==> src/rtl/operand_bypass_unit.sv <==
// rtl/operand_bypass_unit.sv - operand forwarding with shadow pipeline and load-use stall
module operand_bypass_unit #(
  parameter int XLEN       = 32,
  parameter int RW         = 5,
  parameter int NRD        = 2,
  parameter int DEPTH      = 3,
  parameter int LOAD_STAGE = 2
) (
  input  logic                  clk,
  input  logic                  rst_n,
  input  logic                  issue_valid,
  input  logic                  issue_we,
  input  logic                  issue_load,
  input  logic [RW-1:0]         issue_dst,
  input  logic [NRD*RW-1:0]     rd_addr,
  input  logic [NRD*XLEN-1:0]   rd_regfile,
  input  logic [DEPTH*XLEN-1:0] stage_data,
  input  logic                  pipe_adv,
  input  logic                  flush,
  output logic [NRD*XLEN-1:0]   rd_data,
  output logic [NRD-1:0]        fwd_hit,
  output logic                  stall,
  output logic [15:0]           stall_cnt
);

  // Shadow pipeline: index 0 is stage 1 (EX), index DEPTH-1 is the last tracked stage.
  logic [DEPTH-1:0] v_q;
  logic [DEPTH-1:0] we_q;
  logic [DEPTH-1:0] ld_q;
  logic [RW-1:0]    dst_q [DEPTH];

  // Per-port resolution scratch.
  logic [NRD-1:0]  port_stall;
  logic [RW-1:0]   addr;
  logic            found;
  logic            ready;
  logic [XLEN-1:0] sel_data;

  // Resolve each source port against the youngest matching in-flight producer.
  always_comb begin
    rd_data    = '0;
    fwd_hit    = '0;
    port_stall = '0;
    addr       = '0;
    found      = 1'b0;
    ready      = 1'b0;
    sel_data   = '0;
    for (int p = 0; p < NRD; p++) begin
      addr     = rd_addr[p*RW +: RW];
      found    = 1'b0;
      ready    = 1'b0;
      sel_data = '0;
      // Walk oldest to youngest so the youngest match overwrites older ones.
      for (int s = DEPTH - 1; s >= 0; s--) begin
        if (v_q[s] && we_q[s] && (dst_q[s] == addr)) begin
          found    = 1'b1;
          ready    = ~ld_q[s] | ((s + 1) >= LOAD_STAGE);
          sel_data = stage_data[s*XLEN +: XLEN];
        end
      end
      if (addr == '0) begin
        rd_data[p*XLEN +: XLEN] = '0;
      end else if (found && ready) begin
        rd_data[p*XLEN +: XLEN] = sel_data;
        fwd_hit[p]              = 1'b1;
      end else begin
        // A not-ready youngest producer masks any older ready copy.
        rd_data[p*XLEN +: XLEN] = rd_regfile[p*XLEN +: XLEN];
        port_stall[p]           = found & ~ready;
      end
    end
  end

  // Hold issue only when a real instruction is waiting on an unavailable operand.
  always_comb begin
    stall = issue_valid & (|port_stall);
  end

  // Advance, flush or hold the shadow pipeline; a stalled issue enters as a bubble.
  always_ff @(posedge clk or negedge rst_n) begin
    if (!rst_n) begin
      v_q  <= '0;
      we_q <= '0;
      ld_q <= '0;
      for (int s = 0; s < DEPTH; s++) begin
        dst_q[s] <= '0;
      end
    end else if (flush) begin
      v_q <= '0;
    end else if (pipe_adv) begin
      v_q[0]   <= issue_valid & ~stall;
      we_q[0]  <= issue_we;
      ld_q[0]  <= issue_load;
      dst_q[0] <= issue_dst;
      for (int s = 1; s < DEPTH; s++) begin
        v_q[s]   <= v_q[s-1];
        we_q[s]  <= we_q[s-1];
        ld_q[s]  <= ld_q[s-1];
        dst_q[s] <= dst_q[s-1];
      end
    end
  end

  // Saturating count of cycles lost to operand stalls; a flushed cycle is not counted.
  always_ff @(posedge clk or negedge rst_n) begin
    if (!rst_n) begin
      stall_cnt <= '0;
    end else if (stall && !flush && (stall_cnt != 16'hFFFF)) begin
      stall_cnt <= stall_cnt + 16'd1;
    end
  end

endmodule
==> config.mk <==
export PLATFORM = sky130hd
export DESIGN_NAME = operand_bypass_unit
export DESIGN_NICKNAME = d
export VERILOG_FILES = /design/src/rtl/operand_bypass_unit.sv
export SDC_FILE = /design/constraint.sdc
export NUM_CORES = 1
export LEC_CHECK = 0
export ABC_CLOCK_PERIOD_IN_PS = 4800
export BUFFER_PORTS_ARGS = -buffer_cell sky130_fd_sc_hd__buf_2
export CORE_MARGIN = 4
export CORE_UTILIZATION = 40
export DETAILED_ROUTE_END_ITERATION = 12
export GPL_TIMING_DRIVEN = 1
export PLACE_DENSITY = 0.83
export SLEW_MARGIN = 30
export SYNTH_ARGS = -nofsm -noshare
export SYNTH_HDL_FRONTEND = slang
export SYNTH_SLANG_ARGS = --single-unit
==> constraint.sdc <==
create_clock -name clk -period 4.8 [get_ports clk]
set_clock_uncertainty 0.15 [all_clocks]
set_input_delay 0 -clock clk [delete_from_list [all_inputs] [get_ports clk]]
set_output_delay 0 -clock clk [all_outputs]
set_load 0.02 [all_outputs]
==> flow_summary.ini <==
[status]
status = completed

[logic_synthesis]
synth_cell_types = 36
synth-edff-count = 0
syn_area_um2 = 4300
synth-seq-cells = 38
async_flop_share_pct = 100
avgSynthCellArea_um2 = 6.80
synth-main-ff-cell = dfrtp_1
ys_warn_count = 0
synth_seq_area_share_pct = 22.1
netlist_instances = 632
synth_nets = 815

[power_and_ir_drop]
power_leakage_nw = 2.83
p_seq_share_pct = 37.3
cellPowerDensity_nw_per_um2 = 184
p_comb_share_pct = 32.6
p_int_mw = 0.743
power_frac_clock_pct = 30.0
power_mw = 1.09
ir_worst_vdd_mv = 0.228
swShare_pct = 31.7
p_switching_mw = 0.344

[finish]
syn2layout_area_growth_pct = 37.2
nets = 1049
layout_common_cells = buf_2 (264), nand2_1 (166), nor2_1 (77)
final_common_cell = buf_2
drive_gt1_share_pct = 35.4
num-fill-cells = 1025

[setup_path]
max_stage_delay_ps = 760
start_kind = flop
path_class = reg2reg
r2r_start = dst_q[10]
critPathCaptureType = flop
critPathMaxFanout = 26
reg2reg_to = v_q[0]
crit_end = v_q[0]
crit_buf_inv = 2
crit_family = buffers and inverters
cp_common_cell = dlygate4sd3_1
critical_path.cell_chain = xnor2_1, nand4_1, or3_2, o22a_1, o211ai_1, dlygate4sd3_1, a21oi_1, dlygate4sd3_1
arrival_ps = 3680
ff2ff_setup_slack_ps = 1150
cpMaxStageDelayCell = or3_2
critPathLaunch = dst_q[10]
worstPathRequired_ps = 4830
reg2reg_depth = 8
crit_cells = 8

[drt]
drc_errors = 0
drt-pass1-iter-count = 5
ant_nets = 0
dr_total_vias = 5712
wirelength_mm = 17.4
drt-initial-drc-count = 683
viasPerCell = 5.68
wl_per_cell_um = 17.3

[timing]
holdWs_ps = 184
fin_crit_sh_pct = 76.1
tightestPinTransition_ps = 913
finalMaxSlewViolations = 0
hold_violations = 0
max_slew_margin_pct = 39.0
finalSetupViolCount = 0
fin_tns_setup_ps = 0
rsz0062_at_grt = no
period_minus_slack_ps = 3650
fmax_ghz = 0.274

[cts]
cts_resized = 0
cts_sinks = 38
post-cts-setup-buffer-count = 0
cts_buffers = 5
clk_pin_slew_ps = 80
cts_hold_repair.buffers = 14
cts_htree_levels = 2
tritoncts = built
cts_root_buf = clkbuf_8
clock_latency_ps = 290
clk_path_buf_depth = 2

[floorplan]
dieHeight_um = 112
initial_utilization_pct = 41.3
row_count = 37
die_w_um = 112
core_um2 = 10400
fp.dieArea_um2 = 12500
boundaryPins = 265

[job]
maxCapViolCount = 0

[grt]
antenna_found_initial = 3
grt_max_degree = 68
grt_pass1_vias = 5448
grt_usage_pct = 26.3
grt_pass1_wl_mm = 27.6
grt-ovfl-total = 0

[place]
gp_congestion = 0.921
io_buffers = 264
dp_hpwl_mm = 12.8

[hold_path]
holdPathStages = 4
hp-class = in2out
worst min-delay path by stage:
stage	start	end	slack, ps
floorplan	rst_n	dst_q[0]	-450
global placement	rst_n	stall_cnt[2]	1
detailed placement	rst_n	stall_cnt[1]	8
CTS	rd_regfile[34]	rd_data[34]	190
global route	rd_regfile[15]	rd_data[15]	200
finish	rd_regfile[34]	rd_data[34]	180
tightest hold or removal path: stages:
cell and delay, ps:
buf_2 90, nand2_1 40, a21oi_1 50, buf_2 150
cell usage after synthesis, types with 2 or more instances:
| cell | number | area, um2 |
|---|---|---|
| nand2_1 | 166 | 623 |
| clkbuf_1 | 34 | 128 |
| buf_1 | 4 | 15.0 |
| o21ai_0 | 2 | 10.0 |
| xnor2_1 | 28 | 245 |
| mux2i_1 | 3 | 30.0 |
| a311o_1 | 64 | 641 |
| and3_1 | 4 | 25.0 |
| xor2_1 | 16 | 140 |
| or3_1 | 2 | 12.5 |
| or2_2 | 2 | 12.5 |
| nand4_1 | 16 | 100 |
| a21oi_1 | 65 | 325 |
| nor4_1 | 2 | 12.5 |
| mux2_2 | 19 | 214 |
| nand3_1 | 42 | 210 |
| nor3_1 | 6 | 30.0 |
| nand2b_1 | 2 | 12.5 |
| and2_1 | 3 | 18.8 |
| nor2_1 | 80 | 300 |
| buf_2 | 17 | 85.1 |
| buf_6 | 3 | 33.8 |
| or4_1 | 2 | 15.0 |
| dfrtp_1 | 38 | 951 |
area by class of cell:
cell class / count / area [um2] / share of cell area, %
Timing Repair Buffer: 285 / 1510 / 25.7
Sequential cell: 38 / 951 / 16.1
Multi-Input combinational cell: 535 / 3110 / 52.8
Tap cell: 136 / 170 / 2.89
Antenna cell: 3 / 7.51 / 0.127
Clock buffer: 5 / 68.8 / 1.17
Clock inverter: 3 / 68.8 / 1.17
Inverter: 1 / 3.75 / 0.0636
cells by family (layout without fill, tap and decap cells):
kind of cell | Yosys count | in the layout | share of synthesized area, %
and+or+nand+nor | 330 | 330 | 32.5
AOI/OAI and AO/OA | 136 | 136 | 23.6
buffers and inverters | 59 | 294 | 6.17
xor gates and xnor gates | 44 | 44 | 8.96
DFF | 38 | 38 | 22.1
muxes | 24 | 24 | 6.29
adders and majority gates | 1 | 1 | 0.291
other | 0 | 3 | 0
stage by stage:
| step | instance area (um2) | std cells | utilization (%) | setup slack (ps) |
|---|---|---|---|---|
| CTS | 5890 | 1003 | 56.6 | 1210 |
| finish | 5900 | 1006 | 56.6 | 1150 |
| detailed placement | 5610 | 981 | 53.9 | 1780 |
| floorplan | 4300 | 632 | - | 2420 |
| global placement | 5610 | 981 | 53.9 | 1820 |
| global route | 5900 | 1006 | 56.6 | 1040 |
per-layer routing:
metal  part of all wire, %  vias up  track usage [%]
met5                 0.057        -                0
met4                   4.2        2             11.9
met3                   7.5       60             3.91
met2                    48      310             44.6
met1                    40     2630             33.1
li1                      -     2710                -
power groups by stage:
stage	registers, mW	logic (mW)	clock network [mW]
2_1_floorplan	0.401	0.192	0
3_3_place_gp	0.408	0.340	0
3_5_place_dp	0.411	0.344	0
4_1_cts	0.406	0.355	0.332
5_1_grt	0.413	0.387	0.345
6_report	0.406	0.355	0.327
flip-flops by register name (all words and copies together) (netlist names):
signal / flops
stall_cnt: 16
v_q: 3
dst_q: 15
we_q: 3
ld_q: 1
Note: power is estimated with default switching activity, not from simulation.
